==> src/rtl/oam_dma_if.sv <==
// CPU-side bus, memory read port and OAM write port of the sprite DMA engine.
// The master modport is the system side; the slave modport is the DMA engine.
interface oam_dma_if;
  logic        ce;
  logic [15:0] cpu_a;
  logic [7:0]  cpu_o;
  logic        cpu_w;
  logic [7:0]  oam_base;
  logic [7:0]  prgi;
  logic        halt;
  logic [15:0] prga;
  logic [7:0]  oama;
  logic [7:0]  oamd;
  logic        oamw;

  modport master (
    output ce, cpu_a, cpu_o, cpu_w, oam_base, prgi,
    input  halt, prga, oama, oamd, oamw
  );

  modport slave (
    input  ce, cpu_a, cpu_o, cpu_w, oam_base, prgi,
    output halt, prga, oama, oamd, oamw
  );
endinterface

==> src/rtl/oam_dma.sv <==
// Sprite DMA: a CPU write to $4014 copies a 256-byte page into OAM.
// The CPU is stalled for the transfer; odd-cycle triggers take one extra alignment cycle.
module oam_dma (
  input  logic      clock,
  input  logic      reset_n,
  oam_dma_if.slave  bus
);

  // state  | meaning
  // IDLE   | waiting for a write to $4014
  // ALIGN1 | extra dummy cycle taken when triggered on an odd CPU cycle
  // ALIGN2 | dummy cycle before the first read
  // READ   | present {page, idx} on prga
  // WRITE  | capture prgi and pulse oamw at base + idx
  typedef enum logic [2:0] {
    IDLE   = 3'd0,
    ALIGN1 = 3'd1,
    ALIGN2 = 3'd2,
    READ   = 3'd3,
    WRITE  = 3'd4
  } state_t;

  state_t      state_q;
  logic        parity_q;
  logic [7:0]  page_q;
  logic [7:0]  base_q;
  logic [7:0]  idx_q;
  logic        halt_q;
  logic [15:0] prga_q;
  logic [7:0]  oama_q;
  logic [7:0]  oamd_q;
  logic        oamw_q;

  always_ff @(posedge clock or negedge reset_n) begin
    if (!reset_n) begin
      state_q  <= IDLE;
      parity_q <= 1'b0;
      page_q   <= 8'h00;
      base_q   <= 8'h00;
      idx_q    <= 8'h00;
      halt_q   <= 1'b0;
      prga_q   <= 16'h0000;
      oama_q   <= 8'h00;
      oamd_q   <= 8'h00;
      oamw_q   <= 1'b0;
    end else begin
      // the write strobe is a single clock even when ce stays low afterwards
      oamw_q <= 1'b0;
      if (bus.ce) begin
        parity_q <= ~parity_q;
        case (state_q)
          IDLE: begin
            if (bus.cpu_w && (bus.cpu_a == 16'h4014)) begin
              page_q  <= bus.cpu_o;
              base_q  <= bus.oam_base;
              idx_q   <= 8'h00;
              halt_q  <= 1'b1;
              state_q <= parity_q ? ALIGN1 : ALIGN2;
            end
          end
          ALIGN1: state_q <= ALIGN2;
          ALIGN2: state_q <= READ;
          READ: begin
            prga_q  <= {page_q, idx_q};
            state_q <= WRITE;
          end
          WRITE: begin
            oamd_q <= bus.prgi;
            oama_q <= base_q + idx_q;
            oamw_q <= 1'b1;
            idx_q  <= idx_q + 8'd1;
            if (idx_q == 8'hFF) begin
              state_q <= IDLE;
              halt_q  <= 1'b0;
              prga_q  <= 16'h0000;
            end else begin
              state_q <= READ;
            end
          end
          default: begin
            state_q <= IDLE;
            halt_q  <= 1'b0;
            prga_q  <= 16'h0000;
          end
        endcase
      end
    end
  end

  assign bus.halt = halt_q;
  assign bus.prga = prga_q;
  assign bus.oama = oama_q;
  assign bus.oamd = oamd_q;
  assign bus.oamw = oamw_q;

endmodule
==> src/flat_wrapper.sv <==
// flat-port wrapper written by rule: the top's interface ports become plain ports
module oam_dma_flat 
  (clock, reset_n, bus_ce, bus_cpu_a, bus_cpu_o, bus_cpu_w, bus_oam_base, bus_prgi, bus_halt, bus_prga, bus_oama, bus_oamd, bus_oamw);
  oam_dma_if bus_i ();
  input  logic clock;
  input  logic reset_n;
  input wire logic [$bits(bus_i.ce)-1:0] bus_ce;
  input wire logic [$bits(bus_i.cpu_a)-1:0] bus_cpu_a;
  input wire logic [$bits(bus_i.cpu_o)-1:0] bus_cpu_o;
  input wire logic [$bits(bus_i.cpu_w)-1:0] bus_cpu_w;
  input wire logic [$bits(bus_i.oam_base)-1:0] bus_oam_base;
  input wire logic [$bits(bus_i.prgi)-1:0] bus_prgi;
  output wire logic [$bits(bus_i.halt)-1:0] bus_halt;
  output wire logic [$bits(bus_i.prga)-1:0] bus_prga;
  output wire logic [$bits(bus_i.oama)-1:0] bus_oama;
  output wire logic [$bits(bus_i.oamd)-1:0] bus_oamd;
  output wire logic [$bits(bus_i.oamw)-1:0] bus_oamw;
  assign bus_i.ce = bus_ce;
  assign bus_i.cpu_a = bus_cpu_a;
  assign bus_i.cpu_o = bus_cpu_o;
  assign bus_i.cpu_w = bus_cpu_w;
  assign bus_i.oam_base = bus_oam_base;
  assign bus_i.prgi = bus_prgi;
  assign bus_halt = bus_i.halt;
  assign bus_prga = bus_i.prga;
  assign bus_oama = bus_i.oama;
  assign bus_oamd = bus_i.oamd;
  assign bus_oamw = bus_i.oamw;
  oam_dma u_core (.clock(clock), .reset_n(reset_n), .bus(bus_i));
endmodule
==> config.mk <==
export PLATFORM = sky130hd
export DESIGN_NAME = oam_dma_flat
export DESIGN_NICKNAME = d
export VERILOG_FILES = /design/src/rtl/oam_dma_if.sv /design/src/rtl/oam_dma.sv /design/src/flat_wrapper.sv
export SDC_FILE = /design/constraint.sdc
export NUM_CORES = 1
export LEC_CHECK = 0
export BUFFER_PORTS_ARGS = -buffer_cell sky130_fd_sc_hd__buf_4
export CAP_MARGIN = 15
export CORE_MARGIN = 2
export CORE_UTILIZATION = 48
export DETAILED_ROUTE_END_ITERATION = 10
export GPL_TIMING_DRIVEN = 0
export PLACE_DENSITY = 0.85
export SLEW_MARGIN = 0
export SYNTH_ARGS = -nofsm -noshare
export SYNTH_HDL_FRONTEND = slang
export SYNTH_SLANG_ARGS = --single-unit
==> constraint.sdc <==
create_clock -name clock -period 2 [get_ports clock]
set_input_delay 0.4 -clock clock [delete_from_list [all_inputs] [get_ports clock]]
set_output_delay 0.4 -clock clock [all_outputs]
set_load 0.01 [all_outputs]
Word level (Yosys, flattened, before mapping)
Index checks and enable logic that the tools add are counted.
Widths: inputs -> output; s select.
{"block": "word_totals", "reg_bits": 62, "elab_cells": 47}
{"block": "op_classes", "n_bitwise": 3, "addsub": 2, "reduce_logical": 11, "n_eq_ne": 8, "muxes": 13}
{"operator": "$pmux 16 s3", "n": 1}
{"operator": "$eq 16x15->1 const B", "n": 1}
{"operator": "$mux 16", "n": 1}
{"operator": "$pmux 8 s2", "n": 1}
{"operator": "$pmux 3 s5", "n": 1}
{"operator": "$reduce_and 3->1", "n": 3}
{"operator": "$add 8x1->8 const B", "n": 1}
{"operator": "$add 8x8->8", "n": 1}
{"operator": "$eq 8x8->1 const B", "n": 1}
{"operator": "$mux 8", "n": 1}
{"operator": "$eq 3x2->1 const B", "n": 2}
{"operator": "$reduce_or 3->1", "n": 2}
{"operator": "$mux 1", "n": 4}
{"operator": "$mux 2", "n": 2}
{"operator": "$ne 2x1->1 const B", "n": 2}
{"operator": "$reduce_and 2->1", "n": 2}
{"operator": "$reduce_and 4->1", "n": 1}
{"operator": "$eq 3x1->1 const B", "n": 1}
{"operator": "$eq 3x3->1 const B", "n": 1}
{"operator": "$logic_not 3->1", "n": 1}
{"operator": "$mux 3", "n": 1}
{"operator": "$not 1->1", "n": 3}
{"operator": "$pmux 1 s3", "n": 1}
{"operator": "$reduce_bool 2->1", "n": 1}
{"operator": "$logic_and 1x1->1", "n": 1}

Longest topological paths before layout
Gate-level depths: netlist of run 1.
{"block": "logic_depth", "ltp_word": 4, "depth_mapped": 8, "mapped_depth_nobuf": 8}

Least setup slack after synthesis of run 1
Ideal clock, no wire load.
{"block": "synth_timing", "path_type": "flip-flop to flip-flop", "startpoint": "reg u_core.idx_q[0]", "endpoint": "reg u_core.prga_q[1] (netlist: u_core.bus.prga[1])", "n_path_buf": 1, "arrival_time_ps": 1844, "slack_ps": 31, "setup_ps": 125, "stages_incl_launch_ff": 8, "period_less_slack_ps": 1969, "required_ps": 1875, "cell_sequence": "dfrtp_1 > ha_1 > nand3_1 > o31ai_1 > o21ai_0 > or3_4 > buf_6 > mux2_4"}
{"block": "synth_via", "elab_chain_cells": 3}
{"element": "start: declaration", "line": "oam_dma.sv:27", "source": "logic [7:0] idx_q;"}
{"element": "start signal: assignment", "line": "oam_dma.sv:71", "source": "idx_q <= idx_q + 8'd1;"}
{"element": "$eq 8x8->1", "line": "oam_dma.sv:72", "source": "if (idx_q == 8'hFF) begin"}
{"element": "$ne 2x1->1 (no line)"}
{"element": "$reduce_and 3->1 (no line)"}
{"element": "end signal: assignment", "line": "oam_dma.sv:64", "source": "prga_q <= {page_q, idx_q};"}
{"element": "end: declaration", "line": "oam_dma.sv:29", "source": "logic [15:0] prga_q;"}
Every way passes these cells.
A chain may end at the register's enable or synchronous reset.

Final worst setup path of run 1
{"block": "layout_timing", "startpoint": "reg u_core.idx_q[0]", "endpoint": "reg u_core.oama_q[6] (netlist: u_core.bus.oama[6])"}
{"block": "layout_via", "elab_chain_cells": 1}
{"element": "$add 8x8->8", "line": "oam_dma.sv:69", "source": "oama_q <= base_q + idx_q;"}
{"element": "end signal: assignment", "line": "oam_dma.sv:69"}
{"element": "end: declaration", "line": "oam_dma.sv:30", "source": "logic [7:0] oama_q;"}
Every way passes these cells.

==> reports/metrics.csv, run 1 <==
stage;metric;value;unit
worst_setup_path;worst setup path endpoint;u_core.bus.oama[6]$_DFFE_PN0P_;
worst_setup_path;crit-path max FO;4;
clock_tree;number of clock sinks seen by CTS;62;
grt;antenna violations before repair;0;
layout;Finished Cell Area;0.00402;mm^2
floorplan;floorplan die width;83.4;um
layout;Antenna diodes;0;
grt;via count of the first global-routing pass;2476;
timing;Setup Viol. Count Final;0;
timing;actual slew at the worst max-slew pin;776;ps
synth;number of warnings reported in the yosys synthesis log;0;
clock_tree;Clock Tree Root;clkbuf_8;
worst_setup_path;required time at the worst-slack endpoint;2270;ps
worst_setup_path;startpoint types;flip-flop;
grt;GRT Util Overall;20.3;%
layout;commonest non-fill, non-tap cell in the layout;buf_4;
power_and_ir_drop;leak pwr;0.00210;uW
floorplan;full die area;0.00695;mm^2
clock_tree;clock tree from TritonCTS;built;
timing;Peak Freq;0.512;GHz
worst_setup_path;category of the most critical setup path;flip-flop to flip-flop;
clock_tree;Hold-fix buffers, CTS;0;
placed_design;placed inst area;0.00369;mm^2
worst_setup_path;endpoint of the worst-slack reg-to-reg timing path;u_core.bus.oama[6]$_DFFE_PN0P_;
synth;number of flops mapped to enable cells by yosys;0;
timing;final-report hold violation count;0;
clock_tree;clk_lat worst skew;330;ps
floorplan;Die Span Y;83.4;um
placed_design;number of port buffers;76;
synth;mean area per synthesized cell;10.6;um^2
layout;final net count;435;
timing;Worst Clk Skew;4.58;ps
worst_setup_path;flop-to-flop setup slack;50;ps
timing;smallest setup slack after layout;46.6;ps
layout;fill cell total of the finished layout;457;
drt;wire length reported by the detailed router;6.93;mm
worst_setup_path;sort of element at the end of the critical path;flip-flop;
floorplan;area of the core;0.00599;mm^2
synth;cell area after technology mapping;0.00302;mm^2
floorplan;Initial Utilization;50.5;%
floorplan;std cell rows;28;
hold_path;type of the most critical hold path;input pin to async pin;
drt;Pre-antenna DRT Iters;4;
timing;post-route minimum period;1950;ps
layout;layout cells sized above 1;38.5;%
grt;residual overflow from global routing;0;
synth;Mapped Cells;284;
worst_setup_path;critical path data arrival time;2220;ps
drt;final routed DRC violation total;0;
clock_tree;clock buffer depth;2;
synth;post-synthesis sequential area ratio;51.3;%
floorplan;number of placed I/O pins;78;
layout;final core area utilization;67.1;%
synth;Post-synth ARST share;100;%
timing;normalized max-slew margin;48.3;%
clock_tree;number of H-tree levels;3;
grt;maximum number of pins on one net before global-route repair;63;
placed_design;worst setup slack after placement;-188;ps
synth;count of distinct cell types in the synthesized netlist;48;
run_status;status;finished, final reports clean;
drt;via total after detailed routing;2436;
placed_design;weighted congestion reported at the end of routability-driven placement;0.793;
clock_tree;clock slew at reported path FFs;70;ps
grt;first-pass GRT wire length;11.4;mm
power_and_ir_drop;Pwr Density;1140;mW/mm^2
synth;total nets after synthesis;337;
synth;FF+latch count, synth;62;
drt;number of vias per cell;5.27;
drt;ANT nets after route;0;
worst_setup_path;FF-to-FF path depth;8;
layout;commonest cells after routing, fill and taps aside;buf_4, nand2_1, dfrtp_1;
drt;Avg WL per Cell;15.0;um
clock_tree;Num CTS Buffers;9;
worst_setup_path;Reg2Reg Launch Point;u_core.idx_q[0]$_DFFE_PN0P_;
placed_design;detailed-placement wirelength estimate;4.65;mm
power_and_ir_drop;Peak supply drop;0.795;mV
timing;Final Max Tran Viols;0;
synth;Primary FF master, synth;dfrtp_1;
layout;layout overhead on the synthesized area;33.0;%
run;number of maximum-capacitance violations;0;
timing;final worst path period share;97.7;%
drt;drt first-iter violations;168;
worst_setup_path;Critical Path Source;u_core.idx_q[0]$_DFFE_PN0P_;
-- critical path, stage by stage (launching register included) --
cell	delay [ps]
dfrtp_2	450
ha_1	240
inv_1	80
fa_2	210
nor2b_1	60
o21ai_2	200
a21boi_2	100
or4_1	460
nand3_1	90
-- repair_timing --
action | CTS | global route
gates resized for setup | 5 | 21
setup buffers | 5 | 6
hold endpoints to repair | 0 | 0
endpoints found under the setup margin | 35 | 30
pin swaps | 1 | 3
-- flip-flops by register name, summed over array words and instances, names as in the netlist --
register,cells
u_core.bus.oama,8
u_core.bus.oamd,8
u_core.page_q,8
u_core.bus.halt,1
u_core.idx_q,8
u_core.parity_q,1
u_core.bus.prga,16
u_core.state_q,3
u_core.base_q,8
u_core.bus.oamw,1
-- stage by stage --
stage / hold WS [ps] / std cells / total power, uW / setup TNS [ps]
finish: 127 / 462 / 4570 / 0
global route: 207 / 462 / 4840 / -34.3
CTS: 161 / 456 / 4410 / -38.3
detailed placement: 468 / 435 / 3280 / -4320
global placement: 461 / 435 / 3220 / -2180
floorplan: 104 / 284 / 2620 / 0
-- report_power, final --
| group | leakage (uW) | switching, uW | internal [uW] |
|---|---|---|---|
| Combinational | 0.00118 | 859 | 897 |
| Clock | 0.0000954 | 479 | 548 |
| Sequential | 0.000825 | 220 | 1570 |
-- synth_stat cells, types with 3 or more instances --
library cell / instances / area (um^2)
dfrtp_1: 62 / 1550
nand2_1: 60 / 225
inv_1: 20 / 75.1
mux2_2: 17 / 191
mux2i_1: 17 / 170
o21ai_0: 17 / 85.1
ha_1: 8 / 100
nor2_1: 6 / 22.5
o31ai_1: 6 / 45.0
clkbuf_1: 5 / 18.8
xor2_1: 5 / 43.8
a21oi_1: 4 / 20.0
a22o_1: 3 / 26.3
and3_1: 3 / 18.8
nand3_1: 3 / 15.0
nor2b_1: 3 / 18.8
nor3_1: 3 / 15.0
-- kinds of logic after synthesis --
kind of cell             Yosys count  synth area share, %
AND/OR/NAND/NOR                   96                 15.9
XOR/XNOR                           7                 2.03
buffers and inverters             33                 5.30
adder cells (fa/ha/maj)            9                 3.97
flip-flops                        62                 51.3
multiplexers                      35                 12.5
AO/OA/AOI/OAI                     42                 8.98
-- area by class of cell --
type                    count  area (um^2)  area share (%)
plain buffers              13         90.1            2.24
clock buffers              13          169            4.20
clock inverters             3         17.5           0.436
inverters                  20         75.1            1.87
multi-input cells         189         1370            34.0
flip-flops and latches     62         1560            38.7
well taps                  75         93.8            2.33
repair buffers             87          653            16.2
-- layer usage --
layer  track usage, %  vias to the layer above  part of all wire, %
met4             7.30                        0                  1.8
met1             24.7                     1183                   41
met3             5.57                       12                  6.1
met5                0                        -                    0
li1                 -                     1164                    -
met2             34.4                       77                   51
-- worst min path at each step --
stage	cells past startpoint	from	to
2_1_floorplan	0	reset_n	u_core.base_q[0]$_DFFE_PN0P_
3_3_place_gp	2	u_core.bus.oamd[6]$_DFFE_PN0P_	u_core.bus.oamd[6]$_DFFE_PN0P_
6_report	1	reset_n	u_core.base_q[4]$_DFFE_PN0P_
5_1_grt	1	reset_n	u_core.bus.oamd[0]$_DFFE_PN0P_
3_5_place_dp	2	u_core.bus.oamd[0]$_DFFE_PN0P_	u_core.bus.oamd[0]$_DFFE_PN0P_
4_1_cts	1	reset_n	u_core.bus.oamd[3]$_DFFE_PN0P_
No activity file was read; power rests on OpenSTA's default activity.
==> inputs of run 2 (changes only) <==
--- a/config.mk
+++ b/config.mk
@@ -8,10 +8,11 @@
 export BUFFER_PORTS_ARGS = -buffer_cell sky130_fd_sc_hd__buf_4
 export CAP_MARGIN = 15
 export CORE_MARGIN = 2
-export CORE_UTILIZATION = 48
+export CORE_UTILIZATION = 49
+export CTS_BUF_LIST = sky130_fd_sc_hd__clkbuf_4
 export DETAILED_ROUTE_END_ITERATION = 10
 export GPL_TIMING_DRIVEN = 0
-export PLACE_DENSITY = 0.85
+export PLACE_DENSITY = 0.87
 export SLEW_MARGIN = 0
 export SYNTH_ARGS = -nofsm -noshare
 export SYNTH_HDL_FRONTEND = slang
==> reports/metrics.csv, run 2 (synthesis results as in run 1) <==
stage;metric;value;unit
power_and_ir_drop;leak pwr;0.00206;uW
worst_setup_path;startpoint types;flip-flop;
layout;final net count;432;
drt;number of vias per cell;5.36;
worst_setup_path;critical path data arrival time;2260;ps
worst_setup_path;library cell contributing the largest single delay on the critical path;dfrtp_1;
drt;Met1 Routed Length;2.72;mm
layout;flip-flop count of the largest register after layout;16;
timing;final-report hold violation count;0;
clock_tree;Hold-fix buffers, CTS;0;
hold_path;type of the most critical hold path;input pin to async pin;
grt;maximum number of pins on one net before global-route repair;63;
timing;Peak Freq;0.510;GHz
power_and_ir_drop;Peak supply drop;0.652;mV
timing;sum of negative setup slack;0;ps
clock_tree;Num CTS Buffers;9;
drt;Met3 Routed Length;540;um
clock_tree;Clock Tree Root;clkbuf_4;
drt;Avg WL per Cell;15.0;um
grt;GRT Util Overall;22.0;%
placed_design;worst setup slack after placement;-263;ps
power_and_ir_drop;Pwr Density;1100;mW/mm^2
worst_setup_path;Critical Path Max Stage Delay;500;ps
drt;met2 wire length;3.54;mm
floorplan;number of placed I/O pins;78;
worst_setup_path;Reg2Reg Launch Point;u_core.idx_q[5]$_DFFE_PN0P_;
drt;final routed DRC violation total;0;
placed_design;weighted congestion reported at the end of routability-driven placement;0.879;
clock_tree;clock slew at reported path FFs;110;ps
worst_setup_path;flop-to-flop setup slack;40;ps
worst_setup_path;FF-to-FF path depth;6;
clock_tree;clock buffer depth;2;
timing;normalized max-slew margin;48.9;%
grt;antenna violations before repair;0;
placed_design;number of port buffers;76;
clock_tree;clock tree from TritonCTS;built;
drt;ANT nets after route;0;
worst_setup_path;sequence of cells on the critical path;nand2_1, o31ai_4, o21ai_1, or3_4, buf_6, mux2_4;
layout;layout overhead on the synthesized area;31.6;%
run_status;status;finished, final reports clean;
timing;unrepaired setup endpoints after global routing;true;
clock_tree;number of clock sinks seen by CTS;62;
timing;Worst Clk Skew;9.82;ps
drt;drt first-iter violations;186;
drt;wire length reported by the detailed router;6.90;mm
grt;residual overflow from global routing;0;
layout;Antenna diodes;0;
floorplan;floorplan die width;82.5;um
worst_setup_path;crit-path max FO;7;
timing;Final Max Tran Viols;0;
placed_design;placed inst area;0.00369;mm^2
floorplan;std cell rows;28;
worst_setup_path;required time at the worst-slack endpoint;2300;ps
layout;layout cells sized above 1;39.8;%
layout;commonest cells after routing, fill and taps aside;buf_4, nand2_1, dfrtp_1;
timing;actual slew at the worst max-slew pin;767;ps
layout;fill cell total of the finished layout;466;
floorplan;Die Span Y;82.5;um
drt;Pre-antenna DRT Iters;4;
clock_tree;number of H-tree levels;3;
drt;via total after detailed routing;2458;
layout;commonest non-fill, non-tap cell in the layout;buf_4;
timing;smallest setup slack after layout;38.7;ps
run;number of maximum-capacitance violations;0;
worst_setup_path;sort of element at the end of the critical path;flip-flop;
timing;final worst path period share;98.1;%
clock_tree;clk_lat worst skew;410;ps
grt;first-pass GRT wire length;11.3;mm
timing;post-route minimum period;1960;ps
worst_setup_path;endpoint of the worst-slack reg-to-reg timing path;u_core.bus.prga[1]$_DFFE_PN0P_;
placed_design;detailed-placement wirelength estimate;4.86;mm
worst_setup_path;category of the most critical setup path;flip-flop to flip-flop;
drt;uppermost metal layer occupied by signal nets;met4;
grt;via count of the first global-routing pass;2561;
layout;Finished Cell Area;0.00398;mm^2
layout;final core area utilization;66.8;%
floorplan;full die area;0.00681;mm^2
floorplan;Initial Utilization;50.8;%
floorplan;area of the core;0.00596;mm^2
timing;Setup Viol. Count Final;0;
## run 2: power by group
| group | internal (uW) | switching [uW] | total [uW] |
|---|---|---|---|
| logic | 856 | 785 | 1640 |
| clock network | 382 | 501 | 883 |
| registers | 1570 | 277 | 1840 |
| total | 2800 | 1560 | 4370 |
## run 2: routing by layer
| metal | track usage, % | up-vias |
|---|---|---|
| met1 | 25.4 | 1178 |
| met4 | 10.0 | 0 |
| li1 | - | 1157 |
| met2 | 37.8 | 107 |
| met3 | 6.30 | 16 |
| met5 | 0 | - |
## run 2: per-stage QoR
| step | hold WS, ps | std cells | power (uW) |
|---|---|---|---|
| after global routing | 91.6 | 459 | 4670 |
| after floorplan | 104 | 284 | 2620 |
| after global placement | 461 | 435 | 3220 |
| final | 55.5 | 459 | 4370 |
| after detailed placement | 468 | 435 | 3300 |
| after CTS | 81.8 | 453 | 4290 |
## run 2: worst max path at each step
stage / slack, ps / cells after the start / endpoint / startpoint
2_1_floorplan: 30 / 7 / u_core.bus.prga[1]$_DFFE_PN0P_ / u_core.idx_q[0]$_DFFE_PN0P_
3_3_place_gp: -160 / 7 / u_core.bus.prga[1]$_DFFE_PN0P_ / u_core.idx_q[0]$_DFFE_PN0P_
3_5_place_dp: -260 / 7 / u_core.bus.prga[1]$_DFFE_PN0P_ / u_core.idx_q[0]$_DFFE_PN0P_
4_1_cts: 10 / 6 / u_core.bus.oama[6]$_DFFE_PN0P_ / u_core.state_q[2]$_DFFE_PN0P_
5_1_grt: -40 / 7 / u_core.bus.oama[5]$_DFFE_PN0P_ / u_core.idx_q[1]$_DFFE_PN0P_
6_report: 40 / 6 / u_core.bus.prga[1]$_DFFE_PN0P_ / u_core.idx_q[5]$_DFFE_PN0P_
## run 2: repair_timing
item,CTS,global route
gates resized for setup,14,19
endpoints found under the setup margin,39,34
pin swaps,1,3
buffers inserted,2,8
cloned,0,0
## run 2: critical path: cells and delay by family, from the launching register on
kind | cells | cell delay [ps]
buf+inv | 1 | 150
flops | 1 | 500
mux | 1 | 290
compound gates | 2 | 360
simple gates | 2 | 530
## run 2: area by class of cell
class | instances | area (um^2) | area share, %
Clock buffer | 9 | 67.6 | 1.70
Timing Repair Buffer | 86 | 646 | 16.2
Sequential cell | 62 | 1560 | 39.2
Inverter | 20 | 78.8 | 1.98
Clock inverter | 7 | 75.1 | 1.89
Tap cell | 75 | 93.8 | 2.36
Multi-Input combinational cell | 189 | 1380 | 34.6
Buffer | 11 | 82.6 | 2.08
==> inputs of run 3 (changes only) <==
==> constraint.sdc (replaced) <==
create_clock -name clock -period 2 [get_ports clock]
set_input_delay 0.3 -clock clock [delete_from_list [all_inputs] [get_ports clock]]
set_output_delay 0.3 -clock clock [all_outputs]
set_load 0.01 [all_outputs]
==> reports/metrics.csv, run 3 (synthesis results as in run 1) <==
stage;metric;value;unit
grt;antenna violations before repair;0;
worst_setup_path;count of buffering cells on the critical path with inverters included;1;
worst_setup_path;sequence of cells on the critical path;nand2_1, o31ai_4, o21ai_1, or3_4, buf_6, mux2_4;
timing;Setup Viol. Count Final;0;
worst_setup_path;Reg2Reg Launch Point;u_core.idx_q[5]$_DFFE_PN0P_;
grt;busiest grt layer;met2;
layout;layout cells sized above 1;39.7;%
floorplan;Initial Utilization;50.8;%
floorplan;Die Span Y;82.5;um
worst_setup_path;library cell contributing the largest single delay on the critical path;dfrtp_1;
run_status;status;finished, final reports clean;
worst_setup_path;Critical Path Max Stage Delay;500;ps
floorplan;area of the core;0.00596;mm^2
run;number of maximum-capacitance violations;0;
floorplan;number of placed I/O pins;78;
worst_setup_path;kind of cell adding the most delay to the critical path;simple AND/OR/NAND/NOR gates;
drt;drt first-iter violations;197;
grt;met3 global-route usage;6.30;%
layout;final core area utilization;67.0;%
power_and_ir_drop;leak pwr;0.00207;uW
grt;residual overflow from global routing;0;
grt;GRT Util Overall;22.0;%
timing;final worst path period share;97.8;%
grt;maximum number of pins on one net before global-route repair;63;
timing;sum of negative setup slack;0;ps
worst_setup_path;sort of element at the end of the critical path;flip-flop;
floorplan;std cell rows;28;
grt;met1 GRT Util;25.4;%
worst_setup_path;Critical Path Source;u_core.idx_q[5]$_DFFE_PN0P_;
timing;smallest setup slack after layout;43.8;ps
placed_design;detailed-placement wirelength estimate;4.86;mm
worst_setup_path;category of the most critical setup path;flip-flop to flip-flop;
layout;final net count;433;
power_and_ir_drop;post-layout power;4370;uW
floorplan;full die area;0.00681;mm^2
hold_path;type of the most critical hold path;input pin to flip-flop;
clock_tree;number of H-tree levels;3;
layout;commonest non-fill, non-tap cell in the layout;buf_4;
clock_tree;clock tree from TritonCTS;built;
drt;Avg WL per Cell;15.1;um
timing;post-route minimum period;1960;ps
timing;actual slew at the worst max-slew pin;779;ps
floorplan;floorplan die width;82.5;um
worst_setup_path;critical path data arrival time;2250;ps
drt;Pre-antenna DRT Iters;4;
drt;number of vias per cell;5.28;
clock_tree;clock slew at reported path FFs;110;ps
timing;Peak Freq;0.511;GHz
worst_setup_path;crit-path max FO;7;
clock_tree;clock buffer depth;2;
grt;via count of the first global-routing pass;2569;
drt;via total after detailed routing;2431;
drt;final routed DRC violation total;0;
clock_tree;clk_lat worst skew;410;ps
placed_design;worst setup slack after placement;-263;ps
timing;Final Max Tran Viols;0;
clock_tree;number of clock sinks seen by CTS;62;
power_and_ir_drop;Pwr Density;1100;mW/mm^2
placed_design;weighted congestion reported at the end of routability-driven placement;0.879;
worst_setup_path;startpoint types;flip-flop;
placed_design;number of port buffers;76;
timing;final-report hold violation count;0;
timing;normalized max-slew margin;48.1;%
placed_design;placed inst area;0.00369;mm^2
worst_setup_path;required time at the worst-slack endpoint;2300;ps
power_and_ir_drop;Peak supply drop;0.651;mV
grt;met2 capacity usage during global routing;38.0;%
timing;unrepaired setup endpoints after global routing;true;
timing;Worst Clk Skew;8.78;ps
grt;first-pass GRT wire length;11.3;mm
clock_tree;Clock Tree Root;clkbuf_4;
layout;flip-flop count of the largest register after layout;16;
drt;wire length reported by the detailed router;6.96;mm
clock_tree;Num CTS Buffers;9;
hold_path;startpoint of the tightest hold check path;bus_prgi[3];
drt;ANT nets after route;0;
layout;Antenna diodes;0;
layout;Finished Cell Area;0.00399;mm^2
layout;layout overhead on the synthesized area;31.9;%
layout;commonest cells after routing, fill and taps aside;buf_4, nand2_1, dfrtp_1;
[run 3: cell count changes in the layout (fill, tap and decap cells not counted)]
cell and change:
dlygate4sd3_1 +1
[run 3: metrics by stage]
step	std cells	hold slack [ps]
finish	460	75.0
global route	460	50.8
CTS	454	56.7
detailed placement	435	429
global placement	435	421
floorplan	284	4.41
[run 3: path summary, 6_finish.rpt]
| check | end | slack, ps | depth (start not counted) |
|---|---|---|---|
| worst max-delay path | u_core.bus.prga[1]$_DFFE_PN0P_ | 40 | 6 |
| worst min-delay path | u_core.bus.oamd[3]$_DFFE_PN0P_ | 70 | 3 |
| worst max register to register | u_core.bus.prga[1]$_DFFE_PN0P_ | 40 | 6 |
| worst min register to register | u_core.bus.oamd[3]$_DFFE_PN0P_ | 490 | 2 |
| max in group asynchronous | u_core.state_q[0]$_DFFE_PN0P_ | 920 | 2 |
| min in group asynchronous | u_core.base_q[6]$_DFFE_PN0P_ | 520 | 2 |
[run 3: tightest hold or removal path, cell delays in order]
cell	delay, ps
buf_4	70
nand2_1	40
nand2_1	40
[run 3: report_power, final]
group | leakage [uW] | switching [uW] | internal [uW]
clock | 0.0000681 | 500 | 382
combinational | 0.00118 | 785 | 858
sequential | 0.000823 | 279 | 1570
[run 3: layout make-up]
type                       instances  area (um^2)
fill                             466         1970
tap                               75         93.8
inverter                          20         78.8
buffer                            11         82.6
multi-input combinational        189         1380
clock inverter                     7         75.1
timing repair buffer              87          656
clock buffer                       9         67.6
sequential                        62         1560
[run 3: metal layers]
| layer | vias up | part of all wire (%) |
|---|---|---|
| met4 | 0 | 1.0 |
| met3 | 11 | 6.4 |
| met5 | - | 0 |
| met1 | 1188 | 41 |
| met2 | 74 | 51 |
| li1 | 1158 | - |
[run 3: timing repair]
action | in CTS | in global routing
gates resized for setup | 14 | 19
endpoints found under the setup margin | 39 | 34
hold buffers | 1 | 0
pin swaps | 1 | 3
setup buffers | 2 | 8
hold endpoints to repair | 56 | 0
